--- config.mk ---
export PLATFORM = sky130hd
export DESIGN_NAME = fifo_ctrl
export DESIGN_NICKNAME = d
export VERILOG_FILES = /design/src/rtl/fifo_ctrl.sv
export SDC_FILE = /design/constraint.sdc
export NUM_CORES = 1
export LEC_CHECK = 0
export ABC_AREA = 1
export CELL_PAD_IN_SITES_DETAIL_PLACEMENT = 2
export CELL_PAD_IN_SITES_GLOBAL_PLACEMENT = 2
export CORE_MARGIN = 2
export CORE_UTILIZATION = 24
export CTS_BUF_LIST = sky130_fd_sc_hd__clkbuf_4 sky130_fd_sc_hd__clkbuf_8 sky130_fd_sc_hd__clkbuf_16
export CTS_CLUSTER_DIAMETER = 100
export DETAILED_ROUTE_END_ITERATION = 8
export PLACE_DENSITY_LB_ADDON = 0.15
export SLEW_MARGIN = 20
export SYNTH_ARGS = -nofsm -noshare
export SYNTH_HDL_FRONTEND = slang
export SYNTH_SLANG_ARGS = --single-unit
--- constraint.sdc ---
create_clock -name clk -period 1.9 [get_ports clk]
set_input_delay 0.38 -clock clk [delete_from_list [all_inputs] [get_ports clk]]
set_output_delay 0.38 -clock clk [all_outputs]
set_load 0.01 [all_outputs]
--- src/rtl/fifo_ctrl.sv ---
// fifo_ctrl: single-clock FIFO controller for the mem_fifo RAM.
// Owns the read/write pointers, occupancy count and status flags.
// Also drives the RAM write and read strobes and their addresses.
// Data never passes through this block. The RAM returns the popped word
// one cycle later, and rvalid marks that cycle.
module fifo_ctrl #(
  parameter int mem_size = 4,
  parameter int AF_LVL   = 14,
  parameter int AE_LVL   = 2
) (
  input  logic                clk,
  input  logic                rst,
  input  logic                push,
  input  logic                pop,
  input  logic                flush,
  input  logic                err_clr,
  output logic                mem_we,
  output logic [mem_size-1:0] mem_we_point,
  output logic                mem_re,
  output logic [mem_size-1:0] mem_re_point,
  output logic                rvalid,
  output logic                full,
  output logic                empty,
  output logic                almost_full,
  output logic                almost_empty,
  output logic [mem_size:0]   count,
  output logic                overflow,
  output logic                underflow
);

  // Occupancy thresholds, sized to the count register.
  localparam logic [mem_size:0] DEPTH_V = {1'b1, {mem_size{1'b0}}};
  localparam logic [mem_size:0] AF_V    = AF_LVL[mem_size:0];
  localparam logic [mem_size:0] AE_V    = AE_LVL[mem_size:0];

  logic [mem_size-1:0] wr_ptr;
  logic [mem_size-1:0] rd_ptr;
  logic [mem_size:0]   count_q;
  logic                acc_w;
  logic                acc_r;

  // Status flags depend only on the registered count.
  // This keeps push and pop out of the flag timing path.
  assign full         = (count_q == DEPTH_V);
  assign empty        = (count_q == '0);
  assign almost_full  = (count_q >= AF_V);
  assign almost_empty = (count_q <= AE_V);
  assign count        = count_q;

  // Accepted accesses use the start-of-cycle full/empty flags.
  // Gating with rst keeps the RAM strobes quiet while reset is held.
  assign acc_w = rst & push & ~full  & ~flush;
  assign acc_r = rst & pop  & ~empty & ~flush;

  assign mem_we       = acc_w;
  assign mem_we_point = wr_ptr;
  assign mem_re       = acc_r;
  assign mem_re_point = rd_ptr;

  // Pointers advance on each accepted access and wrap naturally at 2**mem_size.
  // Flush returns both pointers to the origin.
  always_ff @(posedge clk or negedge rst) begin
    if (!rst) begin
      wr_ptr <= '0;
      rd_ptr <= '0;
    end else if (flush) begin
      wr_ptr <= '0;
      rd_ptr <= '0;
    end else begin
      if (acc_w) wr_ptr <= wr_ptr + 1'b1;
      if (acc_r) rd_ptr <= rd_ptr + 1'b1;
    end
  end

  // Occupancy count. A simultaneous accepted push and pop leaves it unchanged.
  always_ff @(posedge clk or negedge rst) begin
    if (!rst) begin
      count_q <= '0;
    end else if (flush) begin
      count_q <= '0;
    end else begin
      case ({acc_w, acc_r})
        2'b10:   count_q <= count_q + 1'b1;
        2'b01:   count_q <= count_q - 1'b1;
        default: count_q <= count_q;
      endcase
    end
  end

  // The RAM read has one cycle of latency, so rvalid is last cycle's accepted pop.
  always_ff @(posedge clk or negedge rst) begin
    if (!rst) begin
      rvalid <= 1'b0;
    end else begin
      rvalid <= acc_r;
    end
  end

  // Sticky error flags. A clear wins over a set in the same cycle.
  always_ff @(posedge clk or negedge rst) begin
    if (!rst) begin
      overflow  <= 1'b0;
      underflow <= 1'b0;
    end else if (err_clr) begin
      overflow  <= 1'b0;
      underflow <= 1'b0;
    end else begin
      if (push & full  & ~flush) overflow  <= 1'b1;
      if (pop  & empty & ~flush) underflow <= 1'b1;
    end
  end

endmodule
==> Word-level counts from Yosys, hierarchy flattened <==
Index checks and enable logic that the tools add are counted.
{ "classes": {"eq_ne": 3, "n_addsub": 4, "n_reduce_logical": 6, "mux": 10, "n_bitwise": 13, "magnitude_cmp": 2} }
{ "ops": {"columns": ["operator", "count"], "rows": [
  ["$mux 4", 4],
  ["$and 1x1->1", 10],
  ["$pmux 5 s2", 1],
  ["$add 4x1->4 const B", 2],
  ["$reduce_bool 2->1", 4],
  ["$add 5x1->5 const B", 1],
  ["$eq 5x5->1 const B", 1],
  ["$ge 5x4->1 const B", 1],
  ["$le 5x2->1 const B", 1],
  ["$logic_not 5->1", 1],
  ["$mux 5", 1],
  ["$sub 5x1->5 const B", 1],
  ["$mux 1", 4],
  ["$not 1->1", 3],
  ["$reduce_bool 3->1", 1],
  ["$eq 2x1->1 const B", 1],
  ["$eq 2x2->1 const B", 1]
]} }
{ "word_totals": {"wordCells": 44, "register_bits": 16, "inputBits": 6, "out_inout_bits": 22} }

==> Longest topological paths before layout <==
{ "logic_depth": {"depth_word": 7, "ltp_mapped": 15, "mapped_depth_nobuf": 15} }

==> Worst setup path before layout <==
OpenSTA, ideal clock, no wires.
{ "synth_path": {"path_kind": "register to register", "start": "register count_q[1], in the netlist count[1]", "end": "register count_q[4], in the netlist count[4]", "setup_ns": 0.116, "synth_period_minus_slack_ns": 2.004, "required_ns": 1.784, "path_buffers": 0, "slack_ns": -0.104, "arrival_ns": 1.887, "stages_incl_launch_ff": 16, "cell_sequence": "dfrtp_1 nor2_2 nand3_2 nand2_4 nor2_8 nand2_4 fa_1 nand3b_1 nand2_1 nand2_1 nand2_1 inv_1 nand2_1 nand2_1 nand2_1 nand2_1"} }
{ "synth_between": {"elab_chain_cells": 7, "elab_cells_between_ends": 15, "classes_between": "add/sub (2); eq/ne (3); mux (2); bitwise (6); reduce/logical (2)"} }
{ "synth_lines": {"columns": ["element", "line", "source"], "rows": [
  ["from (decl)", "38", "logic [mem_size:0] count_q;"],
  ["from (signal assigned)", "83", "2'b10: count_q <= count_q + 1'b1;"],
  ["from (signal assigned)", "84", "2'b01: count_q <= count_q - 1'b1;"],
  ["from (signal assigned)", "85", "default: count_q <= count_q;"],
  ["$logic_not 5->1 *", "45", "assign empty = (count_q == '0);"],
  ["$not 1->1 *", "53", "assign acc_r = rst & pop & ~empty & ~flush;"],
  ["$and 1x1->1 * (2 in a row)", "53", null],
  ["net mem_re", "19", "output logic mem_re,"],
  ["$eq 2x1->1 / $eq 2x2->1 (equally long branches)", "82", "case ({acc_w, acc_r})"],
  ["$pmux 5 s2", "82", null],
  ["$mux 5", "79", "end else if (flush) begin"]
]} }
The timed path passes the listed nets; every way through them passes the cells marked *.
A chain may end at the register's enable or synchronous reset.

==> Final worst setup path <==
{ "layout_path": {"start": "register count_q[2], in the netlist count[2]", "end": "register count_q[4], in the netlist count[4]"} }
{ "layout_between": {"elab_chain_cells": 7, "elab_cells_between_ends": 15, "classes_between": "add/sub (2); eq/ne (3); mux (2); bitwise (6); reduce/logical (2)"} }
{ "layout_lines": {"columns": ["element", "line"], "rows": [
  ["$eq 5x5->1 / $logic_not 5->1 (equally long branches)", "44, 45"],
  ["$not 1->1 (on tied branches)", "52, 53"],
  ["$and 1x1->1 (on tied branches) (2 in a row)", "52, 53"],
  ["$eq 2x1->1 / $eq 2x2->1 (equally long branches)", "82"],
  ["$pmux 5 s2", "82"],
  ["$mux 5", "79"]
]} }
Several ways; a longest one is shown, not always the timed one.

==> results by group <==
Status
  – Status: finished with violations
  – Failing checks: setup timing

Place
  – Dpl cells: 213
  – Dpl cell area: 0.00148 mm2
  – DP HPWL: 2.35 mm
  – Gpl congestion: 0.759
  – Port buffer count: 27

STA
  – Final worst slack: -0.203 ns
  – Period utilisation layout: 111%
  – Max-Slew Margin vs Limit: 85.7%
  – Final setup violation count: 2
  – Fin Clk Skew: 0.00137 ns
  – Max Fclk: 476 MHz
  – Setup tns final: -0.367 ns
  – Worst Max-Slew Pin Slew: 0.215 ns
  – Hold Fails Final Rpt: 0
  – Fin. max-slew vios: 0
  – RSZ-0062 raised after global routing: true
  – Tmin final: 2.10 ns
  – Hold slack: 0.192 ns

Clock network
  – Hold buffers post-CTS: 0
  – # H-tree levels: 1
  – Clock-pin slew on the worst setup and hold paths: 0.07 ns
  – CTS tree: built
  – Worst skew pair latency: 0.26 ns
  – Clock Tree Buf Depth: 2
  – Clk sink count: 16
  – Num CTS Buffers: 3
  – Root buffer cell: clkbuf_8

Job
  – Max cap viols: 0

Final layout
  – Share of layout cells above drive strength 1: 40.3%
  – N_diodes: 0
  – Fin nets: 189
  – Leading cell types in the layout, fill and taps excluded: buf_4 (29), nand2_1 (23), clkdlybuf4s50_1 (18), dfrtp_1 (11), inv_1 (10)
  – Final std cell area, no fill: 0.00168 mm2
  – Layout area overhead: 73.7%
  – Commonest non-fill, non-tap cell in the layout: buf_4
  – Final instance count without filler cells: 226

Yosys
  – Post-Synthesis Net Count: 127
  – Post-Syn Area per Cell: 8.41 um2
  – Seq/Total Area, Yosys: 41.4%
  – Cell count after synthesis: 115
  – Mapped Area: 967 um2
  – FF+latch count, synth: 16
  – Synth warn: 0
  – Netlist cell types: 24

Detailed routing
  – DRC: 0
  – Vias per Instance: 4.45
  – DR iter-0 viols: 36
  – Detail-routed net length per standard cell: 14.3 um
  – Routed WL: 3.22 mm
  – First-pass DRT Iterations: 4
  – Routed Antenna Nets: 0
  – DR vias: 1005

Worst setup path
  – Delay-heaviest family, CP: simple AND/OR/NAND/NOR gates
  – Worst Setup Start Kind: flip-flop
  – Worst path max stage delay: 0.42 ns
  – Cell mode on critical path: nand2_1
  – WP buf/inv: 1
  – CP Capture Type: flip-flop
  – Crit Path Category: flip-flop to flip-flop
  – Flop2flop setup slack: -0.20 ns
  – CP Data Required Time: 2.05 ns
  – Crit path arrival time: 2.25 ns
  – Cells on worst reg2reg path: 15
  – RR Endpoint: count[4]$_DFFE_PN0P_
  – Cells along the critical path: nor2_4, nand3_2, nand2_4, nand2_4, nor2_4, buf_6, ha_4, nand3b_1, nand2_1, nand2_1, nand2_2, nand2_1, nand2_1, nand2_1, nand2_1
  – CP Max Fanout: 4
  – Critical path's slowest cell: dfrtp_2
  – Reg-to-reg startpoint: count[2]$_DFFE_PN0P_

Power and ir drop
  – Sw Share: 37.9%
  – Pint: 1080 uW
  – Maximum vdd drop: 0.334 mV
  – NetSw: 657 uW
  – Leakage power: 0.000824 uW
  – Flop pwr share: 26.9%
  – Cell Pwr Density: 1030 mW/mm2
  – Clock power share: 18.7%
  – Gate power share: 54.3%

Global route
  – Grt ovf: 0
  – Largest net degree at the start of global routing: 16
  – First-pass GRT wire length: 5.23 mm
  – GR Util All Layers: 15.6%
  – Vias in the first global route: 1109
  – Antenna violations before repair: 0

Floorplan
  – Core area: 0.00394 mm2
  – Die Width: 67.5 um
  – Die ar.: 0.00455 mm2
  – Initial Utilization: 24.5%
  – Std-Cell Rows: 23
  – Die Span Y: 67.5 um
  – I/O pin cnt: 28

Min path
  – Hold Crit Class: input pin to asynchronous set/reset pin
## power by group through the flow
stage / clock [uW] / combinational (uW) / sequential, uW
after floorplan: 0 / 343 / 524
after global placement: 0 / 839 / 472
after detailed placement: 0 / 857 / 476
after CTS: 330 / 845 / 470
after global routing: 347 / 1050 / 477
final: 325 / 942 / 467
## worst register-to-register path, stage by stage, from the launching register on
cell,delay (ns)
dfrtp_2,0.42
nor2_4,0.15
nand3_2,0.11
nand2_4,0.13
nand2_4,0.07
nor2_4,0.19
buf_6,0.13
ha_4,0.20
nand3b_1,0.11
nand2_1,0.07
nand2_1,0.09
nand2_2,0.08
nand2_1,0.07
nand2_1,0.05
nand2_1,0.07
nand2_1,0.05
## cells in the mapped netlist, drive strengths merged
library cell | instances | area share [%]
nand3 | 10 | 6.2
ha | 5 | 6.5
fa | 1 | 2.1
a31oi | 2 | 1.3
xor2 | 1 | 0.91
nand2 | 32 | 16
nor3 | 2 | 1.0
o21ai | 9 | 4.7
inv | 15 | 5.8
xnor2 | 1 | 0.91
buf | 1 | 0.52
nand3b | 1 | 0.78
o21a | 1 | 0.78
nor2 | 11 | 7.2
dfrtp | 16 | 41
a21oi | 7 | 3.6
## cell families after synthesis
group / Yosys count / share of synthesized area (%)
buffers and inverters: 16 / 6.34
AOI/OAI and AO/OA: 19 / 10.3
xor gates and xnor gates: 2 / 1.81
and+or+nand+nor: 56 / 31.6
DFF: 16 / 41.4
adders and majority gates: 6 / 8.54
## timing repair
item / in CTS / in global routing
endpoints found under the setup margin: 8 / 6
resized for setup: 15 / 17
pin swaps: 5 / 14
buffers inserted: 3 / 6
## routing by layer
metal,vias up,global-route usage [%],wire (um)
met5,-,0,0
met4,0,5.36,43
met3,5,3.17,96
met2,17,28.6,1730
met1,493,17.8,1350
li1,490,-,-
## stage by stage
stage	utilization, %	power [uW]	worst slack, ns
finish	42.6	1730	-0.203
global route	42.6	1870	-0.349
CTS	39.5	1650	-0.195
detailed placement	37.5	1330	-0.655
global placement	37.5	1310	-0.486
floorplan	-	866	-0.0325
## cell type report
cell class | count | area [um2]
Inverter | 15 | 56.3
Multi-Input combinational cell | 83 | 593
Fill cell | 456 | 2260
Clock buffer | 4 | 55.1
Sequential cell | 16 | 407
Tap cell | 50 | 62.6
Timing Repair Buffer | 58 | 507
## sequential cells by signal, indices dropped and copies added, names as in the netlist
register,count
rvalid,1
count,5
mem_re_point,4
underflow,1
overflow,1
mem_we_point,4
## worst max path at each step
stage / startpoint / to / slack (ns) / cells after the start
final: count[2]$_DFFE_PN0P_ / count[4]$_DFFE_PN0P_ / -0.20 / 15
after global routing: count[2]$_DFFE_PN0P_ / count[4]$_DFFE_PN0P_ / -0.35 / 16
after CTS: push / count[4]$_DFFE_PN0P_ / -0.19 / 16
after detailed placement: rst / count[4]$_DFFE_PN0P_ / -0.66 / 16
after global placement: rst / count[4]$_DFFE_PN0P_ / -0.49 / 16
after floorplan: count[1]$_DFFE_PN0P_ / count[4]$_DFFE_PN0P_ / -0.03 / 15
(Power assumes the default switching activity.)
